==> src/rtl/control_sequencer.sv <==
// Three-state (FETCH/EXEC/HALT) instruction sequencer: fetches 16-bit words,
// decodes them into a packed datapath control word and handles LD/ST stalls and branches.
module control_sequencer (
   input  logic        clk,
   input  logic        reset,
   input  logic [15:0] instr_in,
   input  logic        instr_valid,
   output logic [7:0]  instr_addr,
   output logic        instr_req,
   input  logic        mem_ready,
   output logic        mem_rd,
   output logic        mem_wr,
   input  logic        V,
   input  logic        C,
   input  logic        N,
   input  logic        Z,
   output logic [15:0] control_word,
   output logic [7:0]  constant_in,
   output logic        halted,
   output logic        illegal
);

   localparam logic [1:0] ST_FETCH = 2'd0;
   localparam logic [1:0] ST_EXEC  = 2'd1;
   localparam logic [1:0] ST_HALT  = 2'd2;

   localparam logic [3:0] OP_NOP  = 4'b0000;
   localparam logic [3:0] OP_ALU0 = 4'b0001;
   localparam logic [3:0] OP_ALU1 = 4'b0010;
   localparam logic [3:0] OP_ADDI = 4'b0011;
   localparam logic [3:0] OP_LD   = 4'b0100;
   localparam logic [3:0] OP_ST   = 4'b0101;
   localparam logic [3:0] OP_BZ   = 4'b0110;
   localparam logic [3:0] OP_BN   = 4'b0111;
   localparam logic [3:0] OP_JMP  = 4'b1000;
   localparam logic [3:0] OP_HALT = 4'b1111;

   logic [1:0]  state_q, state_d;
   logic [7:0]  pc_q, pc_d;
   logic [15:0] ir_q, ir_d;

   logic [3:0]  op;
   logic [2:0]  fld_d, fld_a, fld_b, fld_f;
   logic [15:0] cw_c;
   logic [7:0]  const_c;
   logic        req_c, rd_c, wr_c, halted_c, illegal_c;

   // Overflow and carry play no part in sequencing.
   logic unused_flags;
   assign unused_flags = V | C;

   assign op    = ir_q[15:12];
   assign fld_d = ir_q[11:9];
   assign fld_a = ir_q[8:6];
   assign fld_b = ir_q[5:3];
   assign fld_f = ir_q[2:0];

   function automatic logic [7:0] branch_target(input logic [7:0] pc, input logic [15:0] ir);
      logic [5:0] off;
      off = {ir[11:9], ir[5:3]};
      return pc + {{2{off[5]}}, off};
   endfunction

   function automatic logic [15:0] pack_cw(input logic [2:0] da, input logic [2:0] aa,
                                           input logic [2:0] ba, input logic mb,
                                           input logic [3:0] fs, input logic md,
                                           input logic rw);
      return {da, aa, ba, mb, fs, md, rw};
   endfunction

   always_comb begin
      state_d   = state_q;
      pc_d      = pc_q;
      ir_d      = ir_q;
      cw_c      = 16'h0000;
      const_c   = 8'h00;
      req_c     = 1'b0;
      rd_c      = 1'b0;
      wr_c      = 1'b0;
      halted_c  = 1'b0;
      illegal_c = 1'b0;
      case (state_q)
         ST_FETCH: begin
            req_c = 1'b1;
            if (instr_valid) begin
               ir_d    = instr_in;
               pc_d    = pc_q + 8'd1;
               state_d = ST_EXEC;
            end
         end
         ST_EXEC: begin
            state_d = ST_FETCH;
            case (op)
               OP_NOP: ;
               OP_ALU0, OP_ALU1:
                  cw_c = pack_cw(fld_d, fld_a, fld_b, 1'b0, {op[1], fld_f}, 1'b0, 1'b1);
               OP_ADDI: begin
                  cw_c    = pack_cw(fld_d, fld_a, 3'd0, 1'b1, 4'b0010, 1'b0, 1'b1);
                  const_c = {2'b00, ir_q[5:0]};
               end
               OP_LD: begin
                  // Register write only on the completing cycle, so one write per load.
                  cw_c = pack_cw(fld_d, fld_a, 3'd0, 1'b0, 4'b0000, 1'b1, mem_ready);
                  rd_c = 1'b1;
                  if (!mem_ready) state_d = ST_EXEC;
               end
               OP_ST: begin
                  cw_c = pack_cw(3'd0, fld_a, fld_b, 1'b0, 4'b0000, 1'b0, 1'b0);
                  wr_c = 1'b1;
                  if (!mem_ready) state_d = ST_EXEC;
               end
               OP_BZ, OP_BN: begin
                  cw_c = pack_cw(3'd0, fld_a, 3'd0, 1'b0, 4'b0000, 1'b0, 1'b0);
                  if ((op == OP_BZ) ? Z : N) pc_d = branch_target(pc_q, ir_q);
               end
               OP_JMP:  pc_d = ir_q[7:0];
               OP_HALT: state_d = ST_HALT;
               default: illegal_c = 1'b1;
            endcase
         end
         ST_HALT: halted_c = 1'b1;
         default: state_d = ST_FETCH;
      endcase
   end

   // Controls are held low while reset is asserted so an abandoned LD never writes.
   assign instr_addr   = pc_q;
   assign instr_req    = req_c & reset;
   assign control_word = cw_c & {16{reset}};
   assign constant_in  = const_c & {8{reset}};
   assign mem_rd       = rd_c & reset;
   assign mem_wr       = wr_c & reset;
   assign halted       = halted_c & reset;
   assign illegal      = illegal_c & reset;

   always_ff @(posedge clk) begin
      if (!reset) begin
         state_q <= ST_FETCH;
         pc_q    <= 8'h00;
         ir_q    <= 16'h0000;
      end else begin
         state_q <= state_d;
         pc_q    <= pc_d;
         ir_q    <= ir_d;
      end
   end

endmodule

==> config.mk <==
export PLATFORM = sky130hd
export DESIGN_NAME = control_sequencer
export DESIGN_NICKNAME = d
export VERILOG_FILES = /design/src/rtl/control_sequencer.sv
export SDC_FILE = /design/constraint.sdc
export NUM_CORES = 1
export LEC_CHECK = 0
export CAP_MARGIN = 20
export CORE_UTILIZATION = 45
export DETAILED_ROUTE_END_ITERATION = 8
export GPL_ROUTABILITY_DRIVEN = 0
export GPL_TIMING_DRIVEN = 0
export HOLD_SLACK_MARGIN = 0.08
export PLACE_DENSITY = 0.89
export SLEW_MARGIN = 20
export SYNTH_ARGS = -nofsm -noshare
export SYNTH_HDL_FRONTEND = slang
export SYNTH_SLANG_ARGS = --single-unit
==> constraint.sdc <==
create_clock -name clk -period 2.2 [get_ports clk]
set_input_delay 0.44 -clock clk [delete_from_list [all_inputs] [get_ports clk]]
set_output_delay 0.44 -clock clk [all_outputs]
set_load 0.02 [all_outputs]
* Word-level counts from Yosys, hierarchy flattened *
Index checks and enable logic that the tools add are counted.

cells by class
  add/subtract/negate cells = 2
  equality and inequality tests = 14
  mux-type cells = 21
  bitwise gates (word level) = 8
  reduce and logical (&&, ||, !) cells = 10

operators by type and width
  operator               count
  $pmux W16 S5           1
  $pmux W8 S2            2
  $and A16 B16 Y16       1
  $eq A4 B3 Y1 const B   4
  $mux W16               1
  $mux W8                2
  $mux W6                2
  $mux W1                10
  $reduce_or A10 Y1      1
  $add A8 B1 Y8 const B  1
  $add A8 B8 Y8          1
  $and A8 B8 Y8          1
  $eq A4 B2 Y1 const B   2
  $eq A4 B4 Y1 const B   2
  $pmux W2 S3            1
  $reduce_or A2 Y1       3
  $and A1 B1 Y1          5
  $eq A4 B1 Y1 const B   1
  $logic_not A4 Y1       1
  $pmux W2 S2            1
  $reduce_and A2 Y1      2
  $reduce_and A4 Y1      1
  $ne A3 B2 Y1 const B   1
  $ne A3 B3 Y1 const B   1
  other kinds (7)        7

storage, ports and cells
  flip-flop bits (word level) = 26
  input bits = 24
  output and inout bits = 37
  word-level logic and storage cells = 58

* Depth between registers and ports, before layout *
Gate-level depths: netlist of run 1.

  depth after elaboration = 5
  gate-level depth with buffers = 9
  gate-level depth less buffers = 9

* Worst setup path before layout of run 1 *
Ideal clock, no wire load.

  path kind = register -> output
  start point = reg state_q[0]
  end point = out control_word[1]
  data arrival time = 1903 ps
  data required time = 1760 ps
  path slack = -143 ps
  cell stages (with the launch flop) = 7
  path buffers = 3
  cell sequence = dfxtp_1 nor2b_1 buf_4 clkbuf_1 nand3_1 nor3_1 buf_4

between the ends
  longest elaborated chain between the ends = 3

RTL lines
  item                    RTL line  text
  start, declared         38        logic [1:0] state_q, state_d;
  start signal, assigned  142       state_q <= state_d;
  $eq A2 B1 Y1            82        case (state_q)
  $mux W16                82
  $and A16 B16 Y16        129       assign control_word = cw_c & {16{reset}};
  end, declared           17        output logic [15:0] control_word,

No other way between the ends.

* Worst setup path after layout of run 1 *
  start point = reg state_q[0]
  end point = out constant_in[3]

between the ends
  longest elaborated chain between the ends = 3

RTL lines
  item           RTL line  text
  $eq A2 B1 Y1   82
  $mux W6        82
  $and A8 B8 Y8  130       assign constant_in = const_c & {8{reset}};
  end, declared  18        output logic [7:0] constant_in,

No other way between the ends.

==> results.yml, run 1 <==
pwr:
  intPower_uw: 806
  clkPwrFrac_pct: 27.4
  comb_power_share_pct: 27.8
  pwr-share-seq_pct: 44.8
  p_leak_uw: 0.00115
  irDropWorstVdd_mv: 0.280
  p_sw_share_pct: 32.2
  power.density_mw_per_mm2: 436
  p_total_uw: 1190
  p_sw_uw: 383
run:
  maxCapViolations: 0
synthesis:
  synthTopCellsByArea: "dfxtp_1, nand2_1, a21oi_1"
  synth_top_area_cell: "dfxtp_1"
  ys_seq_elements: 26
  ys_top_cells_by_count: "nand2_1, a21oi_1, dfxtp_1"
  yosysSeqAreaShare_pct: 27.6
  ys.flop_type: "dfxtp_1"
  netlist.area_leader.share_pct: 27.6
  postSynthCellCount: 253
  synth_area_mm2: 0.00188
  synth_warnings: 0
  synth.most_common_cell: "nand2_1"
  synth_cell_type_count: 55
  synth_edf_count: 0
  async_reset_ff_share_pct: 0
  syn-mean-instance-area_um2: 7.44
finish:
  postLayoutCellArea_mm2: 0.00273
  nNetsFinal: 360
  num_antenna_cells: 0
  num-fill-cells: 315
  fin_cells: 376
  area_growth_pct: 45.0
  drive_above_1_share_pct: 27.3
sta:
  finalSetupTns_ps: -268
  fin_crit_ps: 2260
  relSlewSlack_pct: 64.7
  worst_pin_slew_ps: 529
  post-route-period-util_pct: 103
  fmax_ghz: 0.443
  skew_ps: 6.34
  setup_viol: 5
  setup_ws_ps: -56.7
  hold_viol: 0
  rsz0062_at_grt: "true"
  drv_slew: 0
critical_path:
  r2r-start: "instr_addr[1]"
  worst_setup_path_end_kind: "output port"
  r2r_cells: 7
  worstSetupStartpoint: "state_q[0]"
  cp.required_ps: 1760
  path_class: "flop to output port"
  arrival_ps: 1820
  rrSetupSlack_ps: 110
  cp-start-kind: "flop"
  reg2reg_to: "instr_addr[7]"
  cp_max_fo: 6
clock_tree:
  cts-buffers-inserted: 3
  cts_tree: "built"
  cts.sinks: 26
  clkLatencyLatePin_ps: 280
  htree_num_levels: 1
  clkTransAtPathRegs_ps: 90
  clockBufferDepth: 2
  clock-root-buffer: "clkbuf_8"
  holdBufCountCts: 0
floorplan:
  core_mm2: 0.00400
  initial_core_util_pct: 47.1
  die_w_um: 66.7
  rows: 23
  io_pins: 61
  die-area_mm2: 0.00445
  fp.dieH_um: 66.7
run_status:
  failed_checks: "setup timing"
  outcome: "complete, but fails checks"
global_route:
  grt_pass1_vias: 2038
  track_usage_pct: 27.3
  grt_overflow: 0
  antenna_found_initial: 0
  met3_usage_pct: 5.14
  top_usage_layer: "met2"
  use_met2_pct: 44.9
  grt_use_met1_pct: 34.5
  grt_max_degree: 15
  grt_pass1_wl_mm: 9.38
drt:
  wirelength_mm: 5.93
  wl_per_cell_um: 15.8
  ant_nets: 0
  firstDrtPassIters: 5
  vias: 2237
  drc: 0
  via_per_inst: 5.95
  drt_first_iter_violations: 199
place:
  io_buffers: 56
  dp_hpwl_mm: 3.86
  place_inst: 360
  pre_cts_ws_ps: -886
  postPlaceCellArea_mm2: 0.00251
worst_hold_path:
  worstHoldStart: "ir_q[8]"
  holdPathStages: 2
  hold_class: "flop to flop"
  worstHoldEndpoint: "ir_q[8]"
kinds of logic (layout without fill, tap and decap cells):
group,count (synthesis),count (layout),synth area share (%)
buffers and inverters,22,94,5.85
AO/OA/AOI/OAI,70,70,24.1
multiplexers,1,1,0.598
other,1,2,0.199
AND/OR/NAND/NOR,122,122,34.4
flip-flops,26,26,27.6
XOR/XNOR,2,2,0.930
adder cells (fa/ha/maj),9,9,6.38
stage by stage:
step / util, % / hold WS (ps)
6_report: 68.3 / 462
5_1_grt: 68.3 / 500
4_1_cts: 65.6 / 457
3_5_place_dp: 62.9 / 445
3_3_place_gp: 62.9 / 439
2_1_floorplan: - / 432
area by class of cell:
type	count	area (um2)	area share (%)
multi-input combinational	206	1350	49.5
timing repair buffer	69	603	22.1
sequential	26	538	19.7
buffer	17	103	3.76
tap	50	62.6	2.29
clock buffer	4	55.1	2.02
inverter	4	16.3	0.596
critical path, stage by stage, from the launching register on:
cell and delay, ps:
dfxtp_4 360, nor2b_4 200, nand2_4 100, or3_4 400
nor2_4 200, and2_4 170, buf_6 110
power groups by stage:
stage	Combinational [uW]	Sequential (uW)	Clock [uW]
3_3_place_gp	280	543	0
3_5_place_dp	288	544	0
4_1_cts	304	530	320
6_report	331	532	326
2_1_floorplan	177	543	0
5_1_grt	359	536	347
routing by layer:
metal  wire, um  vias up
li1           -     1059
met1       2400     1022
met2       2880      135
met3        486       21
met4        163        0
met5          0        -
flip-flops by register name, summed over array words and instances, names as in the netlist:
signal and cells:
ir_q 16, state_q 2, instr_addr 8
worst max path at each step:
stage,end,depth (start not counted)
floorplan,control_word[1],6
global placement,control_word[0],5
detailed placement,control_word[0],5
CTS,constant_in[2],7
global route,constant_in[1],6
finish,constant_in[3],6
cell usage in the layout (no fill, tap or decap), types with 3 or more instances in the layout:
| master | count |
|---|---|
| nor2_1 | 9 |
| ha_1 | 7 |
| nor3_1 | 6 |
| clkbuf_1 | 4 |
| clkbuf_8 | 4 |
| o21ai_0 | 8 |
| a211oi_1 | 5 |
| buf_4 | 20 |
| and2_4 | 7 |
| nand2_1 | 43 |
| nor3_2 | 3 |
| and3_1 | 10 |
| buf_6 | 10 |
| inv_1 | 3 |
| buf_2 | 13 |
| dlygate4sd2_1 | 5 |
| nand3_1 | 10 |
| a21o_1 | 3 |
| clkdlybuf4s50_1 | 28 |
| a21oi_1 | 31 |
| nand4_1 | 5 |
| dfxtp_4 | 4 |
| and2_1 | 8 |
| dfxtp_1 | 20 |
what timing repair did:
action / in CTS / in global routing
hold endpoints to repair: 0 / 0
endpoints found under the setup margin: 29 / 27
gates resized for setup: 127 / 32
buffers inserted: 9 / 4
pin swaps: 5 / 5
Note: power is estimated with default switching activity, not from simulation.
==> inputs of run 2 (changes only) <==
- CORE_UTILIZATION: 45 -> 40
- PLACE_DENSITY: 0.89 -> 0.82
==> run 2 against run 1 <==
Setup slack better by 10 ps. Highest routed layer unchanged. Design area down 2.6%. Combinational power down 6.6%. Sequential power about the same. Via count down 6.7%. The run ends with DRC, setup timing left. Clock skew down 3.2 ps. Count of clock-buffer cells in the layout down 1.
==> results.yml, run 2 (synthesized netlist as in run 1, its figures left out) <==
worst_hold_path:
  hold_class: "flop to flop"
  worstHoldStart: "ir_q[8]"
  holdPathStages: 2
  worstHoldEndpoint: "ir_q[8]"
clock_tree:
  cts.sinks: 26
  clkTransAtPathRegs_ps: 90
  clockBufferDepth: 2
  htree_num_levels: 1
  clkLatencyLatePin_ps: 270
  cts_tree: "built"
  cts-buffers-inserted: 3
  clock-root-buffer: "clkbuf_8"
sta:
  setup_ws_ps: -46.5
  hold_viol: 0
  post-route-period-util_pct: 102
  rsz0062_at_grt: "true"
  drv_slew: 0
  finalSetupTns_ps: -218
  whs_ps: 461
  fmax_ghz: 0.445
  worst_pin_slew_ps: 519
  relSlewSlack_pct: 65.4
  fin_crit_ps: 2250
  skew_ps: 3.12
  setup_viol: 5
finish:
  postLayoutCellArea_mm2: 0.00266
  drive_above_1_share_pct: 23.4
  final_common_cell: "nand2_1"
  regMostFlops: "ir_q"
  layout_common_cells: "nand2_1, a21oi_1, clkdlybuf4s50_1, dfxtp_1, buf_2"
  num-fill-cells: 404
  largest_reg_flops: 16
  final_util_pct: 59.9
  nNetsFinal: 354
  num_antenna_cells: 0
  area_growth_pct: 41.3
critical_path:
  rrSetupSlack_ps: 110
  critPathSlowestCell: "or3_4"
  cpMostUsedCell: "buf_6"
  arrival_ps: 1810
  path_class: "flop to output port"
  worst_setup_path_end_kind: "output port"
  critPathMaxStageDelay_ps: 390
  reg2reg_to: "instr_addr[6]"
  crit_chain: "nor2b_4 > buf_6 > nand2_4 > or3_4 > nor2_4 > and2_4 > buf_6"
  cp-start-kind: "flop"
  cp.required_ps: 1760
  cp_max_fo: 6
  r2r-start: "instr_addr[0]"
  r2r_cells: 9
drt:
  via_per_inst: 5.61
  ant_nets: 0
  wl_per_cell_um: 14.8
  vias: 2087
  drc: 5
  wirelength_mm: 5.50
  drt_first_iter_violations: 182
  firstDrtPassIters: 7
place:
  pre_cts_ws_ps: -857
  io_buffers: 56
  postPlaceCellArea_mm2: 0.00252
  dp_hpwl_mm: 3.90
run_status:
  failed_checks: "DRC, setup timing"
  outcome: "complete, but fails checks"
global_route:
  grt_overflow: 0
  grt_pass1_vias: 1960
  grt_max_degree: 16
  antenna_found_initial: 0
  track_usage_pct: 22.8
  grt_pass1_wl_mm: 9.17
pwr:
  p_leak_uw: 0.00112
  irDropWorstVdd_mv: 0.321
  power.density_mw_per_mm2: 465
floorplan:
  fp.dieH_um: 70.6
  die-area_mm2: 0.00499
  initial_core_util_pct: 42.4
  die_w_um: 70.6
  rows: 24
  core_mm2: 0.00444
  io_pins: 61
run:
  maxCapViolations: 0
-- run 2: cell count changes in the layout (fill, tap and decap cells not counted), sizes merged --
| cell | before | now |
|---|---|---|
| dlygate4sd2 | 5 | 4 |
| clkdlybuf4s15 | 1 | 2 |
| buf | 45 | 38 |
| bufinv | 0 | 1 |
-- run 2: metal layers --
metal  global-route usage, %  part of all wire (%)  vias up
met3                    3.99                   6.0       10
met4                    8.22                   1.3        0
met1                    29.6                    45      941
met2                    38.4                    47       92
met5                       0                     0        -
li1                        -                     -     1044
-- run 2: timing repair --
| item | CTS | global route |
|---|---|---|
| hold buffers | 0 | 0 |
| resized for setup | 126 | 20 |
| endpoints found under the setup margin | 28 | 30 |
| buffers inserted | 6 | 0 |
| pin swaps | 7 | 3 |
-- run 2: worst max-delay path by stage --
stage | startpoint | end | slack, ps
CTS | state_q[0] | constant_in[5] | -80
detailed placement | reset | control_word[0] | -860
finish | state_q[0] | constant_in[0] | -50
global route | state_q[0] | constant_in[5] | -130
floorplan | state_q[0] | control_word[1] | 80
global placement | reset | control_word[0] | -890
-- run 2: stage by stage --
step                total power, uW  instances
floorplan                       720        254
global placement                825        362
detailed placement              833        362
CTS                            1240        372
global route                   1310        372
finish                         1240        372
-- run 2: critical path: cells and delay by family (launching register included) --
kind,cells,cell delay (ps)
buffers and inverters,2,220
DFF,1,360
and+or+nand+nor,5,960
-- run 2: final cells by class --
| cell class | instances | area [um2] | share of cell area [%] |
|---|---|---|---|
| buffer | 18 | 110 | 4.14 |
| clock buffer | 3 | 41.3 | 1.55 |
| clock inverter | 1 | 30.0 | 1.13 |
| inverter | 4 | 16.3 | 0.611 |
| multi-input combinational | 206 | 1320 | 49.7 |
| sequential | 26 | 536 | 20.1 |
| tap | 52 | 65.1 | 2.45 |
| timing repair buffer | 62 | 541 | 20.3 |
-- run 2: report_power, final --
part	leakage, uW	internal, uW	switching [uW]
clock	0.0000357	243	150
combinational	0.000869	141	168
sequential	0.000216	497	37.3
==> inputs of run 3 (changes only) <==
- CORE_UTILIZATION: 40 -> 46
- PLACE_DENSITY: 0.82 -> 0.91
==> run 3 against run 2 <==
The flow finishes with violations (setup timing). Routed wire length up 9.8%. Setup slack worse by 120 ps. Clock power down 16%. Clock skew about the same. Design area up 2.6%. Register-to-register slack about the same. Global-route usage up 6.1 points. Utilization up 12 points. Worst hold slack better by 33 ps. Sequential power about the same. Total power down 3.4%. Fmax down 5.1%. Highest routed layer unchanged.
==> results.yml, run 3 (synthesized netlist as in run 1, its figures left out) <==
run_status:
  outcome: "complete, but fails checks"
  failed_checks: "setup timing"
drt:
  vias: 2241
  wl_per_cell_um: 16.3
  via_per_inst: 6.04
  firstDrtPassIters: 4
  wirelength_mm: 6.04
  drc: 0
  ant_nets: 0
  drt_first_iter_violations: 169
finish:
  postLayoutCellArea_mm2: 0.00273
  num_antenna_cells: 0
  final_common_cell: "nand2_1"
  nNetsFinal: 357
  area_growth_pct: 44.9
  drive_above_1_share_pct: 27.6
  final_util_pct: 71.8
  layout_common_cells: "nand2_1, a21oi_1, clkdlybuf4s50_1, dfxtp_1, buf_4"
  regMostFlops: "ir_q"
  largest_reg_flops: 16
  num-fill-cells: 296
sta:
  hold_viol: 0
  drv_slew: 0
  post-route-period-util_pct: 108
  finalSetupTns_ps: -1460
  setup_viol: 14
  worst_pin_slew_ps: 502
  relSlewSlack_pct: 66.5
  fmax_ghz: 0.422
  skew_ps: 3.29
  setup_ws_ps: -167
  rsz0062_at_grt: "true"
  fin_crit_ps: 2370
critical_path:
  worstSetupStartpoint: "state_q[0]"
  worst_setup_path_end_kind: "output port"
  rrSetupSlack_ps: 100
  path_class: "flop to output port"
  crit_end: "constant_in[3]"
  arrival_ps: 1930
  r2r-start: "instr_addr[0]"
  reg2reg_to: "instr_addr[6]"
  r2r_cells: 9
  cp.required_ps: 1760
  cp_max_fo: 6
  cp-start-kind: "flop"
global_route:
  grt_max_degree: 15
  grt_pass1_vias: 2100
  antenna_found_initial: 0
  grt_overflow: 0
  track_usage_pct: 28.9
  grt_pass1_wl_mm: 9.71
clock_tree:
  clkTransAtPathRegs_ps: 100
  cts-buffers-inserted: 3
  holdBufCountCts: 0
  clockBufferDepth: 2
  cts_tree: "built"
  htree_num_levels: 1
  cts.sinks: 26
  clkLatencyLatePin_ps: 280
  clock-root-buffer: "clkbuf_8"
worst_hold_path:
  hold_class: "flop to flop"
floorplan:
  fp.dieH_um: 66.0
  die-area_mm2: 0.00435
  die_w_um: 66.0
  rows: 22
  core_mm2: 0.00380
  initial_core_util_pct: 49.6
  io_pins: 61
pwr:
  power.density_mw_per_mm2: 438
  p_leak_uw: 0.00113
  p_total_uw: 1190
  irDropWorstVdd_mv: 0.223
place:
  io_buffers: 56
  postPlaceCellArea_mm2: 0.00251
  pre_cts_ws_ps: -861
  dp_hpwl_mm: 3.92
run:
  maxCapViolations: 0
## run 3: cell types whose count changed in the layout (fill, tap and decap cells not counted), sizes merged
cell / change
buf: +2
bufinv: -1
clkbuf: +3
clkdlybuf4s15: +1
clkdlybuf4s50: +1
dlygate4sd2: -3
## run 3: what timing repair did
item,4_1_cts,5_1_grt
resized for setup,130,40
cloned,0,0
pin swaps,5,6
buffers inserted,7,2
endpoints found under the setup margin,28,27
## run 3: area by class of cell
type,instances,area [um2],share of cell area (%)
repair buffers,65,599,22.0
clock buffers,4,55.1,2.02
inverters,4,20.0,0.734
plain buffers,18,106,3.90
flip-flops and latches,26,538,19.7
multi-input cells,206,1350,49.5
well taps,48,60.1,2.20
## run 3: worst max-delay path, cell delays in order (launching register included)
cell and delay (ps):
dfxtp_4 360, nor2b_1 170, buf_4 160, nand2_4 70
or3_4 400, nor2_4 200, and2_4 170, buf_6 110
## run 3: through the flow
stage,instances,hold WS [ps]
floorplan,254,432
global placement,358,439
detailed placement,358,452
CTS,369,466
global route,371,534
finish,371,494
## run 3: worst min-delay path by stage
stage | from | to | slack (ps) | cells after the start
floorplan | ir_q[8] | ir_q[8] | 430 | 2
global placement | ir_q[8] | ir_q[8] | 440 | 2
detailed placement | ir_q[8] | ir_q[8] | 450 | 2
CTS | ir_q[8] | ir_q[8] | 470 | 2
global route | ir_q[7] | ir_q[7] | 530 | 2
finish | ir_q[7] | ir_q[7] | 490 | 2
## run 3: power by group
group	leakage (uW)	internal, uW	total (uW)	switching [uW]
clock	0.0000288	161	330	169
sequential	0.000217	497	536	38.7
combinational	0.000879	147	329	181
## run 3: metal layers
metal / vias up / routed length [um] / share of wire [%] / global-route usage, %
li1: 1055 / - / - / -
met1: 1028 / 2460 / 41 / 35.7
met2: 128 / 2860 / 47 / 46.2
met3: 30 / 508 / 8.4 / 6.90
met4: 0 / 219 / 3.6 / 15.2
met5: - / 0 / 0 / 0
